`config.mk`:
```
export PLATFORM = sky130hd
export DESIGN_NAME = uart_rx_byte
export DESIGN_NICKNAME = d
export VERILOG_FILES = /design/src/rtl/uart_pkg.sv /design/src/rtl/uart_sync2.sv /design/src/rtl/uart_rx_byte.sv
export SDC_FILE = /design/constraint.sdc
export NUM_CORES = 1
export LEC_CHECK = 0
export ABC_AREA = 1
export CORE_MARGIN = 2
export CORE_UTILIZATION = 50
export CTS_CLUSTER_SIZE = 12
export DETAILED_ROUTE_END_ITERATION = 10
export GPL_TIMING_DRIVEN = 0
export PLACE_DENSITY_LB_ADDON = 0.12
export RECOVER_POWER = 100
export SYNTH_ARGS = -nofsm -noshare
export SYNTH_HDL_FRONTEND = slang
export SYNTH_SLANG_ARGS = --single-unit
```
`constraint.sdc`:
```
create_clock -name clk -period 3.2 [get_ports clk]
set_clock_uncertainty 0.15 [all_clocks]
set_input_delay 0.96 -clock clk [delete_from_list [all_inputs] [get_ports clk]]
set_output_delay 0.96 -clock clk [all_outputs]
set_load 0.02 [all_outputs]
```
`src/rtl/uart_pkg.sv`:
```
// Shared UART definitions: frame geometry, default bit period and the FSM state
// encoding common to the receiver and the transmitter.
package uart_pkg;

  localparam int unsigned CPB_DEFAULT = 217;
  localparam int unsigned DATA_BITS   = 8;

  typedef enum logic [2:0] {
    ST_IDLE    = 3'd0,
    ST_START   = 3'd1,
    ST_DATA    = 3'd2,
    ST_STOP    = 3'd3,
    ST_CLEANUP = 3'd4
  } uart_state_e;

endpackage

```
`src/rtl/uart_sync2.sv`:
```
// Two-flop synchroniser for an asynchronous, idle-high input; both flops reset to 1
// so a reset never looks like a falling edge to downstream logic.
module uart_sync2 (
  input  logic clk_i,
  input  logic rst_i,
  input  logic async_i,
  output logic sync_o
);

  logic meta_q;
  logic sync_q;

  always_ff @(posedge clk_i) begin
    if (rst_i) begin
      meta_q <= 1'b1;
      sync_q <= 1'b1;
    end else begin
      meta_q <= async_i;
      sync_q <= meta_q;
    end
  end

  assign sync_o = sync_q;

endmodule

```
`src/rtl/uart_rx_byte.sv`:
```
// 8N1 UART receiver: synchronises rx_serial, qualifies the start bit at mid-bit,
// then samples 8 data bits LSB-first and the stop bit, one sample per bit period.
module uart_rx_byte
  import uart_pkg::*;
#(
  parameter int unsigned cpb = CPB_DEFAULT
) (
  input  logic                 clk,
  input  logic                 rst,
  input  logic                 rx_serial,
  output logic                 rx_dv,
  output logic [DATA_BITS-1:0] rx_data_out,
  output logic                 rx_active,
  output logic                 rx_frame_err
);

  localparam logic [7:0] HALF_CNT = 8'((cpb - 1) / 2);
  localparam logic [7:0] LAST_CNT = 8'(cpb - 1);
  localparam logic [2:0] LAST_BIT = 3'(DATA_BITS - 1);

  logic rx_sync;

  uart_sync2 u_sync (
    .clk_i   (clk),
    .rst_i   (rst),
    .async_i (rx_serial),
    .sync_o  (rx_sync)
  );

  uart_state_e          state_q, state_d;
  logic [7:0]           clk_count_q, clk_count_d;
  logic [2:0]           bit_index_q, bit_index_d;
  logic [DATA_BITS-1:0] data_q, data_d;
  logic [DATA_BITS-1:0] rx_data_q, rx_data_d;
  logic                 rx_dv_q, rx_dv_d;
  logic                 rx_active_q, rx_active_d;
  logic                 rx_frame_err_q, rx_frame_err_d;

  always_ff @(posedge clk) begin
    if (rst) begin
      state_q        <= ST_IDLE;
      clk_count_q    <= 8'd0;
      bit_index_q    <= 3'd0;
      data_q         <= '0;
      rx_data_q      <= '0;
      rx_dv_q        <= 1'b0;
      rx_active_q    <= 1'b0;
      rx_frame_err_q <= 1'b0;
    end else begin
      state_q        <= state_d;
      clk_count_q    <= clk_count_d;
      bit_index_q    <= bit_index_d;
      data_q         <= data_d;
      rx_data_q      <= rx_data_d;
      rx_dv_q        <= rx_dv_d;
      rx_active_q    <= rx_active_d;
      rx_frame_err_q <= rx_frame_err_d;
    end
  end

  // Strobes default low so each is high for exactly the cycle after the stop sample.
  always_comb begin
    state_d        = state_q;
    clk_count_d    = clk_count_q;
    bit_index_d    = bit_index_q;
    data_d         = data_q;
    rx_data_d      = rx_data_q;
    rx_active_d    = rx_active_q;
    rx_dv_d        = 1'b0;
    rx_frame_err_d = 1'b0;

    case (state_q)
      ST_IDLE: begin
        clk_count_d = 8'd0;
        bit_index_d = 3'd0;
        if (!rx_sync) begin
          state_d     = ST_START;
          rx_active_d = 1'b1;
        end
      end

      ST_START: begin
        if (clk_count_q == HALF_CNT) begin
          clk_count_d = 8'd0;
          if (!rx_sync) begin
            state_d = ST_DATA;
          end else begin
            rx_active_d = 1'b0;
            state_d     = ST_IDLE;
          end
        end else begin
          clk_count_d = clk_count_q + 8'd1;
        end
      end

      ST_DATA: begin
        if (clk_count_q < LAST_CNT) begin
          clk_count_d = clk_count_q + 8'd1;
        end else begin
          clk_count_d         = 8'd0;
          data_d[bit_index_q] = rx_sync;
          if (bit_index_q == LAST_BIT) begin
            bit_index_d = 3'd0;
            state_d     = ST_STOP;
          end else begin
            bit_index_d = bit_index_q + 3'd1;
          end
        end
      end

      ST_STOP: begin
        if (clk_count_q < LAST_CNT) begin
          clk_count_d = clk_count_q + 8'd1;
        end else begin
          clk_count_d = 8'd0;
          rx_active_d = 1'b0;
          state_d     = ST_CLEANUP;
          if (rx_sync) begin
            rx_data_d = data_q;
            rx_dv_d   = 1'b1;
          end else begin
            rx_frame_err_d = 1'b1;
          end
        end
      end

      ST_CLEANUP: begin
        state_d = ST_IDLE;
      end

      default: begin
        state_d     = ST_IDLE;
        clk_count_d = 8'd0;
        bit_index_d = 3'd0;
        rx_active_d = 1'b0;
      end
    endcase
  end

  assign rx_dv        = rx_dv_q;
  assign rx_data_out  = rx_data_q;
  assign rx_active    = rx_active_q;
  assign rx_frame_err = rx_frame_err_q;

endmodule

```
# After elaboration in Yosys (flattened, before gate mapping)
# Index checks and enable logic that the tools add are counted.
# classes
n_mux,23
n_addsub,2
n_reduce_logical,11
bitwise_logic,4
n_lt_le_gt_ge,3
n_eq_ne,12
# op_table
cell,count
$pmux W8 S3,1
$mux W3,7
$mux W8,2
$pmux W3 S4,1
$ne A2 B2 Y1 const B,5
$reduce_and A5 Y1,2
$add A8 B1 Y8 const B,1
$bwmux W8,1
$eq A8 B7 Y1 const B,1
$lt A8 B8 Y1 const B,1
$mux W1,7
$eq A3 B2 Y1 const B,2
$eq A3 B3 Y1 const B,2
$pmux W3 S2,1
$reduce_or A3 Y1,2
$lt A3 B4 Y1 const B,1
$not A1 Y1,4
$pmux W1 S4,1
$reduce_and A2 Y1,2
$reduce_or A2 Y1,2
$add A3 B1 Y3 const B,1
$demux W1 S3,1
$eq A3 B1 Y1 const B,1
$ge A3 B1 Y1 const B,1
other kinds (5),5
# totals
elab_cells,65
input_bits,3
reg_bits,35
output_inout_bits,11

# Longest topological paths before layout
# depth
depth_word,5
mapped_depth,11

# Cells and area by module
# A second synthesis with hierarchy kept.
# unflattened
cells_unflattened,234
hier_area_um2,1627.8
# by_module_without_submodules
mod,area_per_inst_um2,instances,seq_area_each_um2,cells_each
uart_rx_byte,1569.0,1,660.6,227
uart_sync2,58.8,1,40.0,7

# Least setup slack after synthesis
# Ideal clock, no wire load.
# synth_path
path_kind,input to register
from,input rst
to,register rx_data_q[4] (netlist: rx_data_out[4])
setup_slack_ns,1.348
cell_stages,5
t_arrival_ns,1.589
required_time_ns,2.937
path_cell_list,clkbuf_1 -> inv_1 -> buf_2 -> o21ai_1 -> nor2_1
# synth_lines
item,line_no,source
start: declaration,uart_rx_byte.sv:9,"input logic rst,"
end signal: assignment,uart_rx_byte.sv:54,rx_data_q <= rx_data_d;
end: declaration,uart_rx_byte.sv:34,"logic [DATA_BITS-1:0] rx_data_q, rx_data_d;"

# Worst setup path in the final report
# layout_path
from,register rx_data_q[5] (netlist: rx_data_out[5])
to,output rx_data_out[5]
# layout_lines
item,line_no,source
end: declaration,uart_rx_byte.sv:12,"output logic [DATA_BITS-1:0] rx_data_out,"
# No word-level cell between the ends.

==> qor.yml <==
timing:
  hold_viol_final: 0
  setup_violations: 0
  rsz0062_at_grt: "false"
  period_minus_slack_ps: 2450
  final.period_utilization_pct: 76.6
  fin_setup_tns_ps: 0
  slew_violations: 0
  tightest_slew_ps: 448
  hold-worst-slack_ps: 271
  slew_headroom_pct: 70.1
  fmax_ghz: 0.408
pwr:
  peakVddDrop_v: 0.000348
  power.leakage_nw: 0.907
  p_per_area_mw_per_mm2: 527
cells_and_area:
  area_growth_pct: 14.1
  fill_cells: 326
  multi_input_area_um2: 846
  finalNetCount: 253
  layout-drive-gt1-share_pct: 13.0
  regArea_um2: 701
  final_common_cell: "nand2_1"
  layout_common_cells: "nand2_1 (43), nor2_1 (38), dfxtp_1 (35), inv_1 (21), nand3_1 (16)"
  diodes: 0
worst_setup_path:
  critical_path.cell_chain: "dlygate4sd3_1"
  setup.worst_path.start: "rx_data_out[5]"
  worst_r2r_path_depth: 7
  startpoint_type: "flip-flop"
  cp_max_fo: 2
  rr_endpoint: "bit_index_q[0]"
  cp_top_family: "buffers and inverters"
  cp-end-kind: "output pin"
  crit_arrival_ps: 1340
  cp.required_ps: 2090
  crit_cells: 1
  crit_type: "reg2out"
  critPathCapture: "rx_data_out[5]"
  cp_slowest_cell: "dlygate4sd3_1"
  critPathBufInv: 1
  r2r_start: "state_q[1]"
  rrSetupSlack_ps: 1360
  cp_slowest_stage_delay_ps: 670
drt:
  wl_um: 3160
  via_per_inst: 4.82
  drc_errors: 0
  vias: 1413
  dr.pass1.iters: 4
  drtIter0Drc: 56
  avgRoutedWirePerCell_um: 10.8
  antenna_left: 0
die:
  die_h_um: 61.9
  rows: 21
  die_w_um: 61.9
  ios: 14
  coreArea_mm2: 0.00328
  dieArea_mm2: 0.00383
  start_util_pct: 51.0
min_path:
  hold_depth: 1
  worstHoldPathType: "reg2reg"
place:
  post-dp-hpwl_um: 2290
  io_buffers: 12
  routabilityCongestion: 0.820
synthesis:
  synth_top_area_share_pct: 41.9
  synth_top_cell_by_area: "dfxtp_1"
  ys_seq_elements: 35
  synth_warnings: 0
  syn-instance-count: 227
  netlist_area_mm2: 0.00167
  synth-seq-area-share_pct: 41.9
  synth_xor_area_share_pct: 2.09
  syn_nets: 234
  netlist_top_cells_area: "dfxtp_1 (42%), nand2_1 (9.6%), nor2_1 (8.5%), inv_1 (4.5%), nand3_1 (4.5%)"
  synth_top_family_by_area: "simple AND/OR/NAND/NOR gates"
  avgSynthCellArea_um2: 7.37
  yosys.area_share.simple_pct: 35.8
  synth-compound-area-share_pct: 10.2
  muxShareOfSynthArea_pct: 0
  yosys.area_share.adder_pct: 2.99
  synth_cell_types: 28
flow_run:
  max-cap-violations: 0
global_route:
  grt_pass1_wl_um: 5230
  first_global_vias: 1170
  grt_max_degree: 11
  grt.overflow.total: 0
  grt_use_total_pct: 18.8
  antenna_found_initial: 0
clock_network:
  cts_resized: 0
  clk_pin_slew_worst_paths_ps: 100
  cts_tree: "built"
  clock_path_buffers: 2
  cts_hold_buffers: 0
  cts_buffers: 5
  h-tree-depth: 2
  cts_num_sinks: 35
  clock_latency_ps: 340
  cts_root_buf: "clkbuf_4"
  cts_setup_buffers: 0
run_status:
  status: "finished, final reports clean"
power breakdown:
part	leakage [nW]	switching, mW	internal (mW)
Combinational	0.585	0.154	0.0810
Sequential	0.283	0.0394	0.461
Clock	0.0386	0.141	0.129
metal layers:
layer	track usage [%]	share of wire, %	vias up
li1	-	-	768
met1	27.5	53	619
met2	25.9	41	19
met3	4.97	3.9	7
met4	8.21	2.0	0
met5	0	0	-
synth_stat cells:
cell and count:
inv_2 4, buf_2 2, o21ai_0 2, o21bai_2 1, xor2_1 3, clkbuf_1 2
nor2_4 2, nand3b_1 1, o21ai_2 1, ha_1 4, nor3_1 5, nand4_1 8
nand2_2 5, nor2_1 38, or2_2 2, nand3_2 1, xnor2_1 1, a21oi_1 12
o21ai_1 9, nand2_1 43, a21oi_2 4, inv_1 20, buf_6 1, nand2_4 2
nor2_8 1, nor2_2 3, dfxtp_1 35, nand3_1 15
through the flow:
stage | power (mW) | area, µm² | std cells | utilization [%] | setup WS, ps
2_1_floorplan | 0.698 | 1670 | 227 | - | 1350
3_3_place_gp | 0.752 | 1850 | 285 | 56.4 | 961
3_5_place_dp | 0.753 | 1850 | 285 | 56.4 | 962
4_1_cts | 1.02 | 1920 | 293 | 58.5 | 797
5_1_grt | 1.07 | 1910 | 293 | 58.2 | 679
6_report | 1.01 | 1910 | 293 | 58.2 | 749
cell families (layout without fill, tap and decap cells):
kind of cell	count (synthesis)	after routing
xor gates and xnor gates	4	4
buffers and inverters	29	49
AOI/OAI and AO/OA	29	29
DFF	35	35
and+or+nand+nor	126	126
adders and majority gates	4	4
how the worst min path moves through the flow:
| stage | to | slack [ps] | from |
|---|---|---|---|
| 5_1_grt | u_sync.sync_o | 290 | u_sync.meta_q |
| 6_report | u_sync.sync_o | 270 | u_sync.meta_q |
| 3_3_place_gp | u_sync.sync_o | 250 | u_sync.meta_q |
| 2_1_floorplan | u_sync.sync_o | 240 | u_sync.meta_q |
| 4_1_cts | u_sync.sync_o | 280 | u_sync.meta_q |
| 3_5_place_dp | u_sync.sync_o | 260 | u_sync.meta_q |
layout make-up:
cell class,instances,area share (%)
Sequential cell,35,36.7
Multi-Input combinational cell,163,44.3
Inverter,24,4.72
Timing Repair Buffer,12,6.29
Buffer,5,1.44
Clock buffer,8,3.60
Tap cell,46,3.01
sequential cells by signal (all words and copies together), names as in the netlist:
| register | cells |
|---|---|
| bit_index_q | 3 |
| rx_active | 1 |
| u_sync.sync_o | 1 |
| data_q | 8 |
| rx_dv | 1 |
| state_q | 3 |
| clk_count_q | 8 |
| u_sync.meta_q | 1 |
| rx_data_out | 8 |
| rx_frame_err | 1 |
No activity file was read; power rests on OpenSTA's default activity.
